### src/rtl/avmm_reg_arb_pkg.sv
// Shared types and constants for the two-requester Avalon-MM register arbiter.
// The round-robin pick rule lives here so the picker and any checker agree on it.
package avmm_reg_arb_pkg;

    typedef enum logic [1:0] {
        IDLE   = 2'd0,
        GRANT  = 2'd1,
        RDWAIT = 2'd2
    } state_t;

    localparam int ADDR_W_DEF = 8;
    localparam int DATA_W_DEF = 8;

    // Data returned to a requester whose read was force-completed by the watchdog.
    localparam logic [7:0] READ_TIMEOUT_DATA = 8'h00;

    // A sole requester wins outright; on a tie the one not served last wins.
    function automatic logic rr_pick(input logic [1:0] req, input logic last);
        logic pick;
        case (req)
            2'b01:   pick = 1'b0;
            2'b10:   pick = 1'b1;
            2'b11:   pick = ~last;
            default: pick = 1'b0;
        endcase
        return pick;
    endfunction

endpackage

### src/rtl/avmm_reg_arb_rr_arb2.sv
// Two-way combinational round-robin picker used by avmm_reg_arb.
module rr_arb2
    import avmm_reg_arb_pkg::*;
(
    input  logic [1:0] req,
    input  logic       last,
    output logic       grant
);

    // Pick the next requester from the live requests and last winner.
    always_comb begin
        grant = rr_pick(req, last);
    end

endmodule

### src/rtl/avmm_reg_arb.sv
// Arbitrates the CPU bridge (requester 0) and the loop sequencer (requester 1)
// onto one register master: one transaction in flight, read routing, read watchdog.
module avmm_reg_arb
    import avmm_reg_arb_pkg::*;
#(
    parameter int ADDR_W     = ADDR_W_DEF,
    parameter int DATA_W     = DATA_W_DEF,
    parameter int RD_TIMEOUT = 255
)
(
    input  logic              clk,
    input  logic              reset,

    input  logic [ADDR_W-1:0] r0_address,
    input  logic              r0_read,
    input  logic              r0_write,
    input  logic [DATA_W-1:0] r0_writedata,
    output logic              r0_waitrequest,
    output logic [DATA_W-1:0] r0_readdata,
    output logic              r0_readdatavalid,

    input  logic [ADDR_W-1:0] r1_address,
    input  logic              r1_read,
    input  logic              r1_write,
    input  logic [DATA_W-1:0] r1_writedata,
    output logic              r1_waitrequest,
    output logic [DATA_W-1:0] r1_readdata,
    output logic              r1_readdatavalid,

    output logic [ADDR_W-1:0] avm_m0_address,
    output logic              avm_m0_read,
    output logic              avm_m0_write,
    output logic [DATA_W-1:0] avm_m0_writedata,
    input  logic              avm_m0_waitrequest,
    input  logic [DATA_W-1:0] avm_m0_readdata,
    input  logic              avm_m0_readdatavalid,

    output logic              rd_timeout
);

    localparam logic [15:0]       TCNT_LAST = 16'(RD_TIMEOUT - 1);
    localparam logic [DATA_W-1:0] TMO_DATA  = DATA_W'(READ_TIMEOUT_DATA);

    state_t      state_r, state_n;
    logic        grant_r, grant_n;
    logic        last_r, last_n;
    logic [15:0] tcnt_r, tcnt_n;

    logic [1:0]        req_s;
    logic              pick_s;
    logic [ADDR_W-1:0] g_addr_s;
    logic              g_read_s;
    logic              g_write_s;
    logic [DATA_W-1:0] g_wdata_s;
    logic              g_req_s;
    logic              tmo_hit_s;
    logic              rsp_valid_s;
    logic              rsp_tmo_s;
    logic [DATA_W-1:0] rsp_data_s;

    assign req_s     = {r1_read | r1_write, r0_read | r0_write};
    assign tmo_hit_s = (tcnt_r == TCNT_LAST);

    rr_arb2 u_rr_arb2 (
        .req   (req_s),
        .last  (last_r),
        .grant (pick_s)
    );

    // Select the command fields of the currently granted requester.
    always_comb begin
        if (grant_r) begin
            g_addr_s  = r1_address;
            g_read_s  = r1_read;
            g_write_s = r1_write;
            g_wdata_s = r1_writedata;
        end else begin
            g_addr_s  = r0_address;
            g_read_s  = r0_read;
            g_write_s = r0_write;
            g_wdata_s = r0_writedata;
        end
        g_req_s = g_read_s | g_write_s;
    end

    // Read response source: real slave data beats the watchdog on the same cycle.
    always_comb begin
        rsp_valid_s = 1'b0;
        rsp_tmo_s   = 1'b0;
        rsp_data_s  = {DATA_W{1'b0}};
        if (state_r == RDWAIT) begin
            if (avm_m0_readdatavalid) begin
                rsp_valid_s = 1'b1;
                rsp_data_s  = avm_m0_readdata;
            end else if (tmo_hit_s) begin
                rsp_valid_s = 1'b1;
                rsp_tmo_s   = 1'b1;
                rsp_data_s  = TMO_DATA;
            end else begin
                rsp_valid_s = 1'b0;
            end
        end else begin
            rsp_valid_s = 1'b0;
        end
    end

    // Master command, requester stall and response routing outputs.
    always_comb begin
        avm_m0_address   = {ADDR_W{1'b0}};
        avm_m0_read      = 1'b0;
        avm_m0_write     = 1'b0;
        avm_m0_writedata = {DATA_W{1'b0}};
        r0_waitrequest   = 1'b1;
        r1_waitrequest   = 1'b1;
        case (state_r)
            GRANT: begin
                avm_m0_address   = g_addr_s;
                avm_m0_write     = g_write_s;
                // Read and write together is a write.
                avm_m0_read      = g_read_s & ~g_write_s;
                avm_m0_writedata = g_wdata_s;
                if (grant_r) begin
                    r1_waitrequest = avm_m0_waitrequest;
                end else begin
                    r0_waitrequest = avm_m0_waitrequest;
                end
            end
            IDLE, RDWAIT: begin
                avm_m0_read  = 1'b0;
                avm_m0_write = 1'b0;
            end
            default: begin
                avm_m0_read  = 1'b0;
                avm_m0_write = 1'b0;
            end
        endcase
        r0_readdatavalid = rsp_valid_s & ~grant_r;
        r1_readdatavalid = rsp_valid_s & grant_r;
        r0_readdata      = r0_readdatavalid ? rsp_data_s : {DATA_W{1'b0}};
        r1_readdata      = r1_readdatavalid ? rsp_data_s : {DATA_W{1'b0}};
        rd_timeout       = rsp_tmo_s;
    end

    // Next-state, grant, fairness and watchdog counter logic.
    always_comb begin
        state_n = state_r;
        grant_n = grant_r;
        last_n  = last_r;
        tcnt_n  = tcnt_r;
        case (state_r)
            IDLE: begin
                if (|req_s) begin
                    grant_n = pick_s;
                    state_n = GRANT;
                end else begin
                    state_n = IDLE;
                end
            end
            GRANT: begin
                if (!g_req_s) begin
                    state_n = IDLE;
                end else if (!avm_m0_waitrequest) begin
                    last_n = grant_r;
                    if (g_write_s) begin
                        state_n = IDLE;
                    end else begin
                        state_n = RDWAIT;
                        tcnt_n  = 16'd0;
                    end
                end else begin
                    state_n = GRANT;
                end
            end
            RDWAIT: begin
                if (avm_m0_readdatavalid || tmo_hit_s) begin
                    state_n = IDLE;
                end else begin
                    tcnt_n = tcnt_r + 16'd1;
                end
            end
            default: begin
                state_n = IDLE;
            end
        endcase
    end

    // State registers; reset leaves requester 0 as the first tie winner.
    always_ff @(posedge clk or posedge reset) begin
        if (reset) begin
            state_r <= IDLE;
            grant_r <= 1'b0;
            last_r  <= 1'b1;
            tcnt_r  <= 16'd0;
        end else begin
            state_r <= state_n;
            grant_r <= grant_n;
            last_r  <= last_n;
            tcnt_r  <= tcnt_n;
        end
    end

endmodule

### config.mk
export PLATFORM = sky130hd
export DESIGN_NAME = avmm_reg_arb
export DESIGN_NICKNAME = d
export VERILOG_FILES = /design/src/rtl/avmm_reg_arb_pkg.sv /design/src/rtl/avmm_reg_arb_rr_arb2.sv /design/src/rtl/avmm_reg_arb.sv
export SDC_FILE = /design/constraint.sdc
export NUM_CORES = 1
export LEC_CHECK = 0
export CAP_MARGIN = 20
export CORE_MARGIN = 4
export CORE_UTILIZATION = 42
export DETAILED_ROUTE_END_ITERATION = 16
export PLACE_DENSITY_LB_ADDON = 0.1
export SLEW_MARGIN = 5
export SYNTH_ARGS = -nofsm -noshare
export SYNTH_HDL_FRONTEND = slang
export SYNTH_SLANG_ARGS = --single-unit
### constraint.sdc
create_clock -name clk -period 4.2 [get_ports clk]
set_clock_uncertainty 0.1 [all_clocks]
set_input_delay 0.42 -clock clk [delete_from_list [all_inputs] [get_ports clk]]
set_output_delay 0.42 -clock clk [all_outputs]
set_load 0.05 [all_outputs]
# Word-level counts from Yosys, hierarchy flattened
# Index checks and enable logic that the tools add are counted.
# totals
reg_bits	20
in_bits	48
output_inout_bits	39
elab_cells	65
# op_classes
n_addsub	1
eq_ne	10
mux	33
bitwise_logic	10
reduce_logical	7
# op_table
cell	n
two-way mux 16 bit	4
two-way mux 8 bit	8
case mux 16 bit (2 select lines)	1
adder 16 x 1 -> 16 bit, second input constant	1
== test 16 x 8 -> 1 bit, second input constant	1
two-way mux 1 bit	14
two-way mux 2 bit	4
inequality test 2 bit, second input constant	4
== test 2 bit, second input constant	3
case mux 2 bit (3 select lines)	1
AND reduction 5 bit	1
inverter 1 bit	4
bitwise AND 1 bit	3
bitwise OR 1 bit	3
AND reduction 3 bit	1
== test 2 x 1 -> 1 bit, second input constant	1
logical NOT 2 bit	1
inequality test 2 x 1 -> 1 bit, second input constant	1
case mux 1 bit (2 select lines)	1
AND reduction 2 bit	1
nonzero test 2 bit	1
OR reduction 2 bit	1
logical OR 1 bit	1

# Depth between registers and ports, before layout
# Gate-level depths: netlist of run 1.
# depth
ltp_word	6
ltp_mapped	7
depth_no_buf	6

# Modules after synthesis
# A second synthesis of run 1 with hierarchy kept.
# unflattened
hier_cells	194
area_unflattened_um2	1625.3
# by_module_without_submodules
mod	instances	cells_each	area_each_um2
avmm_reg_arb	1	193	1614.0
rr_arb2	1	1	11.3

# Least setup slack after synthesis of run 1
# OpenSTA, ideal clock, no wires.
# synth_path
path_kind	flip-flop to output port
start	register tcnt_r[0]
end	output r1_readdatavalid
arrival_ns	2.425
path_slack_ns	1.255
stages_incl_launch_ff	8
path_buffers	1
cell_sequence	dfrtp_1 > inv_1 > ha_1 > and4b_1 > and4_1 > buf_2 > nor2_1 > nor3b_1
# synth_via
elab_chain_cells	5
# synth_rtl
element	line	text
from (decl)	avmm_reg_arb.sv:47	logic [15:0] tcnt_r, tcnt_n;
from (signal assigned)	avmm_reg_arb.sv:198	tcnt_r <= tcnt_n;
== test 16 x 8 -> 1 bit	avmm_reg_arb.sv:62	assign tmo_hit_s = (tcnt_r == TCNT_LAST);
two-way mux 1 bit	avmm_reg_arb.sv:95	end else if (tmo_hit_s) begin
two-way mux 1 bit	avmm_reg_arb.sv:92	if (avm_m0_readdatavalid) begin
two-way mux 1 bit	avmm_reg_arb.sv:91	if (state_r == RDWAIT) begin
bitwise AND 1 bit	avmm_reg_arb.sv:138	r1_readdatavalid = rsp_valid_s & grant_r;
to (decl)	avmm_reg_arb.sv:28	output logic r1_readdatavalid,
# Every way passes these cells.

# Worst setup path in the final report of run 1
# Same ends and word-level chain as after synthesis.

==> results_dict.tcl, run 1 <==
set metrics [dict create \
    outcome "finished clean" \
    post-route-period-util 0.784 \
    rsz0062_at_grt "false" \
    dpl.hpwl_um 3690 \
    synth_area_sq_mm 0.00156 \
    netSwitchingPower_w 0.000651 \
    ys_types 37 \
    start_util 0.449 \
    die_h_um 68.9 \
    nets 321 \
    r2r-end "tcnt_r[11]$_DFFE_PP0P_" \
    min_to "last_r$_DFFE_PP1P_" \
    finalSetupTns_ns 0 \
    io_pins 87 \
    area_delta_synth_final_pct 63.0 \
    max-cap-violations 0 \
    routed_wl_um 4710 \
    fillCellCount 284 \
    core_sq_mm 0.00347 \
    first_global_vias 1549 \
    r2r_slack_ns 1.93 \
    syn_inst 187 \
    hold_buffers 0 \
    synth.ff_latch_count 20 \
    async_flop_share 1.00 \
    clock-sinks 20 \
    p_leak_nw 1.04 \
    worst_setup_path_start_kind "flop" \
    slew_headroom 0.398 \
    dp_cells 311 \
    cts-resized-gates 0 \
    num_vias 1696 \
    cts-root-buf "clkbuf_8" \
    worstPathRequired_ns 3.68 \
    clock_path_buffers 2 \
    worstMarginPinSlew_ns 0.895 \
    antenna_found_initial 0 \
    multi_input_area_sq_mm 0.00100 \
    cts_buffers 3 \
    post-route-min-period_ns 3.29 \
    power.internal_w 0.000675 \
    hold_viol 0 \
    place_ws_ns 1.02 \
    yosys.area.top_type "dfrtp_1" \
    clkTransAtPathRegs_ns 0.08 \
    synth_area_per_cell_sq_um 8.32 \
    grt-ovfl-total 0 \
    finalNonFillerCells 316 \
    setup_slack_ns 0.908 \
    switching_share 0.491 \
    clockPowerShare 0.147 \
    detail_route.wl_per_cell_um 14.9 \
    post_cts_buffers 0 \
    drc 0 \
    finalSetupViolCount 0 \
    synth_edf_count 0 \
    ys.flop_type "dfrtp_1" \
    p_seq_frac 0.210 \
    yosysSeqAreaShare 0.322 \
    first_iter_violations 93 \
    layout-drive-gt1-share 0.0333 \
    whs_path_depth 2 \
    combinationalPowerShare 0.643 \
    r2r-start "state_r[0]$_DFFE_PP0P_" \
    grt_pass1_wl_um 7000 \
    arrival_ns 2.77 \
    crit_fanout 13 \
    yosysTopAreaCellShare 0.305 \
    ir_drop_uv 521 \
    ctsHtreeMaxLevel 1 \
    grt_use_total 0.197 \
    io_buffer_count 86 \
    cts_tree "built" \
    max_freq_mhz 304 \
    r2r_cells 3 \
    antenna_cells 0 \
    row_count 21 \
    die_area_sq_mm 0.00474 \
    ant_nets 0 \
    ys_warn_count 0 \
    hold_class "flop to flop" \
    die_width_um 68.9 \
    hold_start "last_r$_DFFE_PP1P_" \
    gp_congestion 0.889 \
    grt_max_degree 30 \
    crit_path_end_kind "primary output" \
    syn-num-nets 237 \
    timing.final.max_slew_violations 0 \
    powerDensity_mw_per_mm2 523 \
    drt-pass1-iter-count 4 \
    vias_per_cell 5.37 \
    critical_path_class "flop to primary output" \
    synth_area_leaders "dfrtp_1 31%, mux2i_1 14%, and2_1 6.8%" \
    regArea_sq_um 502 \
    clock_latency_ns 0.27 \
]
stage by stage:
| stage | power [W] | util | hold slack (ns) | area (sq um) |
|---|---|---|---|---|
| floorplan | 0.000844 | - | 0.283 | 1560 |
| global placement | 0.00110 | 0.703 | 0.367 | 2440 |
| detailed placement | 0.00111 | 0.703 | 0.372 | 2440 |
| CTS | 0.00131 | 0.724 | 0.385 | 2510 |
| global route | 0.00139 | 0.732 | 0.409 | 2540 |
| finish | 0.00133 | 0.732 | 0.384 | 2540 |
area by class of cell:
cell class,instances,share of cell area
Clock buffer,3,0.0163
Clock inverter,1,0.0118
Inverter,4,0.00592
Multi-Input combinational cell,155,0.395
Sequential cell,20,0.198
Tap cell,46,0.0227
Timing Repair Buffer,87,0.350
cells in the mapped netlist, types with 2 or more instances:
cell type   n
dfrtp_1    19
inv_1       4
and3_1      2
or4_1       4
o21a_1      3
nand3_1     5
clkbuf_1    2
a21oi_1     8
and2_1     17
o31ai_1     5
buf_2       4
or3_1       2
nor3b_1     5
and4b_1     2
ha_1        2
mux2i_1    22
nor2_1     27
nor4_1      2
nand4_1     4
nand2_1    13
and4_1      2
o21ai_0     6
nand2b_1    5
nor3_1      9
kinds of logic (layout without fill, tap and decap cells):
kind of cell,count (synthesis),after routing,synth area share
compound gates,27,27,0.109
flops,20,20,0.322
fa+ha+maj,2,2,0.0161
simple gates,103,103,0.373
xor+xnor,1,1,0.00563
mux,22,22,0.141
buf+inv,12,95,0.0330
metal layers:
metal	up-vias	global-route usage	part of all wire
met5	-	0	0
met1	775	0.248	0.41
met3	5	0.0681	0.10
met2	77	0.319	0.48
met4	0	0.0511	0.0081
li1	839	-	-
registers in the layout, summed over array words and instances, names as in the netlist:
register and count:
tcnt_r 16, state_r 2, grant_r 1, last_r 1
layout by cell type, fill, tap and decap left out, types with 3 or more instances in the layout:
cell	count
o21ai_0	6
clkbuf_8	3
a21oi_1	8
nand2b_1	5
nand4_1	4
nand2_1	13
nand3_1	5
dfrtp_1	19
clkdlybuf4s50_1	86
and2_1	17
or4_1	4
nor2_1	27
o31ai_1	5
nor3b_1	5
inv_1	4
o21a_1	3
nor3_1	9
mux2i_1	22
worst max-delay path by stage:
stage               cells past startpoint             startpoint                to  slack (ns)
floorplan                               7  tcnt_r[0]$_DFFE_PP0P_  r1_readdatavalid        1.25
global placement                        4   avm_m0_readdatavalid    r0_readdata[7]        1.01
detailed placement                      4   avm_m0_readdatavalid    r0_readdata[7]        1.02
CTS                                     3    grant_r$_DFFE_PP0N_    r0_readdata[7]        0.82
global route                            5  tcnt_r[2]$_DFFE_PP0P_  r1_readdatavalid        0.76
finish                                  7  tcnt_r[0]$_DFFE_PP0P_  r1_readdatavalid        0.91
power by group through the flow:
stage                     clock [W]  combinational (W)  sequential, W
after floorplan                   0           0.000597       0.000247
after global placement            0           0.000790       0.000314
after detailed placement          0           0.000794       0.000315
after CTS                  0.000198           0.000797       0.000311
after global routing       0.000206           0.000901       0.000285
final                      0.000195           0.000853       0.000278
critical path, cell delays in order (launching register included):
cell and delay, ns:
dfrtp_1 0.42, inv_1 0.10, ha_1 0.15, and4b_1 0.20, and4_1 0.46, nor2_1 0.10, nor3b_1 0.22, clkdlybuf4s50_1 0.85
Power figures use the tool's default switching activity.
==> run 2, diff against run 1 <==
--- a/config.mk
+++ b/config.mk
@@ -7,7 +7,7 @@
 export LEC_CHECK = 0
 export CAP_MARGIN = 20
 export CORE_MARGIN = 4
-export CORE_UTILIZATION = 42
+export CORE_UTILIZATION = 39
 export DETAILED_ROUTE_END_ITERATION = 16
 export PLACE_DENSITY_LB_ADDON = 0.1
 export SLEW_MARGIN = 5
==> constraint.sdc (replaced) <==
create_clock -name clk -period 3.41 [get_ports clk]
set_clock_uncertainty 0.1 [all_clocks]
set_input_delay 0.341 -clock clk [delete_from_list [all_inputs] [get_ports clk]]
set_output_delay 0.341 -clock clk [all_outputs]
set_load 0.05 [all_outputs]
==> run 2 against run 1 <==
Against the previous run:
- clock-buffer cell count up 1
- non-clock buffer count up 3
- final area decreased by 0.44%
- cell count is 1.6% higher
- combinational power up 21%
- register-to-register slack got worse by 0.59 ns
- setup slack lost 0.45 ns
- first-iteration DRC count down 28%
- clock power is 9% lower
- critical path depth decreased by 2
- sequential share of layout area increased by 0.088 points
- largest power group unchanged
==> results_dict.tcl, run 2 (synthesized netlist as in run 1, its figures left out) <==
set metrics [dict create \
    combinationalPowerShare 0.670 \
    first_iter_violations 67 \
    area_delta_synth_final_pct 62.3 \
    critical_path_class "flop to primary output" \
    grt_max_degree 25 \
    cts-root-buf "clkbuf_8" \
    ctsHtreeMaxLevel 1 \
    clockPowerShare 0.116 \
    switching_share 0.507 \
    gp_congestion 0.836 \
    crit_fanout 8 \
    r2r-end "tcnt_r[8]$_DFFE_PP0P_" \
    netSwitchingPower_w 0.000779 \
    detail_route.wl_per_cell_um 13.7 \
    cts_tree "built" \
    r2r-start "tcnt_r[0]$_DFFE_PP0P_" \
    io_buffer_count 86 \
    nets 324 \
    r2r_slack_ns 1.34 \
    die_width_um 71.2 \
    worstPathRequired_ns 2.97 \
    antenna_found_initial 0 \
    clock_path_buffers 2 \
    timing.final.max_slew_violations 0 \
    hold_viol 0 \
    powerDensity_mw_per_mm2 607 \
    arrival_ns 2.51 \
    clock-sinks 20 \
    start_util 0.413 \
    top_regs "tcnt_r (16), state_r (2)" \
    grt_use_total 0.173 \
    cts-resized-gates 0 \
    worst_setup_path_start_kind "flop" \
    hold_start "last_r$_DFFE_PP1P_" \
    die_h_um 71.2 \
    worstMarginPinSlew_ns 0.750 \
    regMostFlops "tcnt_r" \
    dpl.hpwl_um 3610 \
    r2r_cells 7 \
    routed_wl_um 4410 \
    post-route-period-util 0.865 \
    p_total_w 0.00153 \
    row_count 22 \
    post_cts_buffers 0 \
    clock_latency_ns 0.25 \
    ant_nets 0 \
    slew_headroom 0.499 \
    core_sq_mm 0.00377 \
    num_vias 1681 \
    min_to "last_r$_DFFE_PP1P_" \
    ir_drop_uv 434 \
    hold_buffers 0 \
    p_seq_frac 0.214 \
    clkTransAtPathRegs_ns 0.07 \
    place_ws_ns 0.691 \
    hold_class "flop to flop" \
    max-cap-violations 0 \
    rsz0062_at_grt "false" \
    grt-ovfl-total 0 \
    die_area_sq_mm 0.00507 \
    max_freq_mhz 339 \
    p_leak_nw 1.04 \
    outcome "finished clean" \
    cts_buffers 3 \
    first_global_vias 1654 \
    grt_pass1_wl_um 7220 \
    vias_per_cell 5.24 \
    setup_slack_ns 0.461 \
    post-route-min-period_ns 2.95 \
    finalSetupViolCount 0 \
    power.internal_w 0.000756 \
    drc 0 \
    post-route-util 0.670 \
    antenna_cells 0 \
    final_cell_mix "86 x clkdlybuf4s50_1, 27 x nor2_1, 22 x mux2i_1, 19 x dfrtp_1, 17 x and2_1" \
    largest_reg_flops 16 \
    crit_path_end_kind "primary output" \
    finalSetupTns_ns 0 \
    layout-drive-gt1-share 0.0440 \
    io_pins 87 \
    whs_path_depth 2 \
    hold_slack_ns 0.381 \
    final_common_cell "clkdlybuf4s50_1" \
    drt-pass1-iter-count 4 \
]
## run 2: cell types whose count changed in the layout (fill, tap and decap cells not counted), sizes merged
cell	change
buf	+3
bufinv	-1
clkbuf	+1
## run 2: worst max-delay path, cell delays in order (launching register included)
cell             delay [ns]
dfrtp_1                0.42
and4_1                 0.41
and4_1                 0.27
nor2_1                 0.07
nor3b_1                0.21
clkdlybuf4s50_1        0.86
## run 2: power groups by stage
stage | clock network (W) | logic, W | registers (W)
3_3_place_gp | 0 | 0.00104 | 0.000333
2_1_floorplan | 0 | 0.000736 | 0.000304
5_1_grt | 0.000198 | 0.00109 | 0.000338
6_report | 0.000178 | 0.00103 | 0.000329
3_5_place_dp | 0 | 0.00104 | 0.000333
4_1_cts | 0.000185 | 0.00104 | 0.000328
## run 2: worst max-delay path by stage
stage	cells past startpoint	slack, ns	to	start
3_5_place_dp	4	0.69	r1_readdata[2]	avm_m0_readdatavalid
4_1_cts	5	0.44	r0_readdatavalid	tcnt_r[2]$_DFFE_PP0P_
2_1_floorplan	7	0.54	r1_readdatavalid	tcnt_r[0]$_DFFE_PP0P_
6_report	5	0.46	r1_readdatavalid	tcnt_r[2]$_DFFE_PP0P_
5_1_grt	5	0.29	r0_readdatavalid	tcnt_r[2]$_DFFE_PP0P_
3_3_place_gp	5	0.74	r0_readdata[6]	avm_m0_readdatavalid
## run 2: area by class of cell
type,instances,area [sq um]
clock buffers,4,55.1
fillers,342,1240
inverters,4,15.0
multi-input cells,155,1000
flip-flops and latches,20,502
well taps,48,60.1
repair buffers,90,891
## run 2: per-layer routing
metal	up-vias	wire [um]	global-route usage
li1	842	-	-
met4	0	31	0.0251
met2	71	2060	0.289
met5	-	0	0
met1	764	1880	0.214
met3	4	442	0.0710
## run 2: through the flow
stage	area, sq um	std cells
after floorplan	1560	187
after global placement	2470	317
after detailed placement	2470	317
after CTS	2530	321
after global routing	2530	321
final	2530	321
==> run 3, diff against run 2 <==
--- a/config.mk
+++ b/config.mk
@@ -5,7 +5,6 @@
 export SDC_FILE = /design/constraint.sdc
 export NUM_CORES = 1
 export LEC_CHECK = 0
-export CAP_MARGIN = 20
 export CORE_MARGIN = 4
 export CORE_UTILIZATION = 39
 export DETAILED_ROUTE_END_ITERATION = 16
@@ -13,4 +12,5 @@
 export SLEW_MARGIN = 5
 export SYNTH_ARGS = -nofsm -noshare
 export SYNTH_HDL_FRONTEND = slang
+export SYNTH_HIERARCHICAL = 1
 export SYNTH_SLANG_ARGS = --single-unit
==> run 3 against run 2 <==
Against the previous run:
- synthesized area up 4.4%
- die area up 3.9%
- first-iteration DRC count up 43%
- global-route usage up 1.4 points
- final area up 2.6%
- sequential power up 5%
- total power down 2.4%
- maximum frequency down 3.7%
- worst hold slack better by 0.0025 ns
- flip-flop and latch count unchanged
- cell count up 2.8%
- clock power up 4%
- critical endpoint is now r0_readdata[5]
==> results_dict.tcl, run 3 <==
set metrics [dict create \
    detail_route.wl_per_cell_um 15.2 \
    start_util 0.403 \
    largest_reg_flops 16 \
    min_to "tcnt_r[15]$_DFFE_PP0P_" \
    post-route-period-util 0.898 \
    synth_edf_count 0 \
    post-route-min-period_ns 3.06 \
    cts-resized-gates 0 \
    synth_area_leaders "dfrtp_1 29%, mux2i_1 12%, nor2_1 6.7%" \
    final_cell_mix "86 x clkdlybuf4s50_1, 29 x nor2_1, 19 x mux2i_1, 19 x dfrtp_1, 17 x and2_1" \
    p_total_w 0.00150 \
    yosysSeqAreaShare 0.309 \
    post-route-util 0.643 \
    gp_congestion 0.814 \
    fin_area_sq_mm 0.00259 \
    critical_path_class "flop to primary output" \
    p_leak_nw 1.05 \
    placed_area_sq_mm 0.00254 \
    r2r_cells 5 \
    ir_drop_uv 368 \
    worst_setup_path_start_kind "flop" \
    hold_start "tcnt_r[15]$_DFFE_PP0P_" \
    core_sq_mm 0.00403 \
    rsz0062_at_grt "false" \
    r2r-end "tcnt_r[1]$_DFFE_PP0P_" \
    row_count 23 \
    top_regs "tcnt_r (16), state_r (2)" \
    num_vias 1746 \
    clock-sinks 20 \
    finalSetupTns_ns 0 \
    timing.final.max_slew_violations 0 \
    ant_nets 0 \
    powerDensity_mw_per_mm2 578 \
    final_common_cell "clkdlybuf4s50_1" \
    drt-pass1-iter-count 4 \
    clkTransAtPathRegs_ns 0.08 \
    outcome "finished clean" \
    syn-num-nets 244 \
    grt_use_total 0.187 \
    hold_buffers 0 \
    whs_path_depth 1 \
    ys_warn_count 6 \
    worstPathRequired_ns 2.97 \
    yosysMostFrequentCell "nor2_1" \
    grt_pass1_wl_um 7940 \
    switching_share 0.506 \
    crit_path_end_kind "primary output" \
    area_delta_synth_final_pct 59.4 \
    io_pins 87 \
    drc 0 \
    syn_inst 194 \
    hold_viol 0 \
    cts_tree "built" \
    ys_types 47 \
    slew_headroom 0.476 \
    arrival_ns 2.62 \
    clock_path_buffers 2 \
    grt_max_degree 22 \
    routed_wl_um 5030 \
    finalNonFillerCells 330 \
    regMostFlops "tcnt_r" \
    combinationalPowerShare 0.646 \
    nets 331 \
    max_freq_mhz 327 \
    r2r-start "grant_r$_DFFE_PP0N_" \
    hold_class "flop to flop" \
    die_width_um 72.6 \
    yosys-top-cells-count "29 x nor2_1, 19 x dfrtp_1, 19 x mux2i_1, 17 x and2_1" \
    first_iter_violations 96 \
    worstMarginPinSlew_ns 0.786 \
    max-cap-violations 0 \
    antenna_cells 0 \
    clock_latency_ns 0.26 \
    finalSetupViolCount 0 \
    layout-drive-gt1-share 0.0643 \
    cts-root-buf "clkbuf_8" \
    die_area_sq_mm 0.00526 \
    dp_cells 326 \
    crit_fanout 8 \
    ctsHtreeMaxLevel 1 \
    grt-ovfl-total 0 \
    clockPowerShare 0.124 \
    antenna_found_initial 0 \
    yosysTopAreaCellShare 0.293 \
    dpl.hpwl_um 4030 \
    cts_buffers 3 \
    vias_per_cell 5.29 \
    ys.flop_type "dfrtp_1" \
    async_flop_share 1.00 \
    yosys.area.top_type "dfrtp_1" \
    synth.ff_latch_count 20 \
    io_buffer_count 86 \
    first_global_vias 1652 \
    synth_area_per_cell_sq_um 8.38 \
    die_h_um 72.6 \
    power.internal_w 0.000739 \
    r2r_slack_ns 1.14 \
    netSwitchingPower_w 0.000758 \
    synth_area_sq_mm 0.00163 \
    post_cts_buffers 0 \
    p_seq_frac 0.230 \
]
[run 3: layer usage]
metal	vias to the layer above	wire, um	share of wire	track usage
met1	794	1980	0.39	0.236
li1	876	-	-	-
met5	-	0	0	0
met4	0	166	0.033	0.0635
met2	59	2630	0.52	0.319
met3	17	252	0.050	0.0346
[run 3: how the worst max path moves through the flow]
stage	start	endpoint	slack (ns)
after floorplan	tcnt_r[0]$_DFFE_PP0P_	r0_readdatavalid	0.48
after global placement	avm_m0_readdatavalid	r0_readdata[5]	0.52
after detailed placement	avm_m0_readdatavalid	r0_readdata[2]	0.50
after CTS	state_r[0]$_DFFE_PP0P_	r0_readdata[2]	0.36
after global routing	state_r[0]$_DFFE_PP0P_	r0_readdata[4]	0.10
final	state_r[0]$_DFFE_PP0P_	r0_readdata[5]	0.35
[run 3: worst max-delay path: stages, from the launching register on]
cell	delay [ns]
dfrtp_1	0.46
or2b_1	0.33
nor3b_1	0.56
and2_1	0.21
clkdlybuf4s50_1	0.80
[run 3: through the flow]
step                      worst slack (ns)  hold slack, ns
after floorplan                      0.476           0.204
after global placement               0.518           0.373
after detailed placement             0.499           0.379
after CTS                            0.363           0.387
after global routing                 0.103           0.412
final                                0.349           0.384
[run 3: final cells by class]
class                   count  area, sq um
multi-input cells         158         1050
flip-flops and latches     20          502
inverters                   8         30.0
clock buffers               4         55.1
fillers                   362         1440
repair buffers             90          891
well taps                  50         62.6
[run 3: cell families (layout without fill, tap and decap cells)]
logic type	after synthesis	in the layout	synth area share
compound gates	33	33	0.129
fa+ha+maj	2	2	0.0154
buf+inv	16	102	0.0446
simple gates	101	101	0.366
xor+xnor	1	1	0.00539
mux	21	21	0.131
flops	20	20	0.309
[run 3: power groups by stage]
stage	clock network, W	logic, W	registers (W)
4_1_cts	0.000188	0.000978	0.000343
2_1_floorplan	0	0.000687	0.000305
6_report	0.000186	0.000968	0.000344
5_1_grt	0.000197	0.00103	0.000353
3_3_place_gp	0	0.000970	0.000343
3_5_place_dp	0	0.000974	0.000348
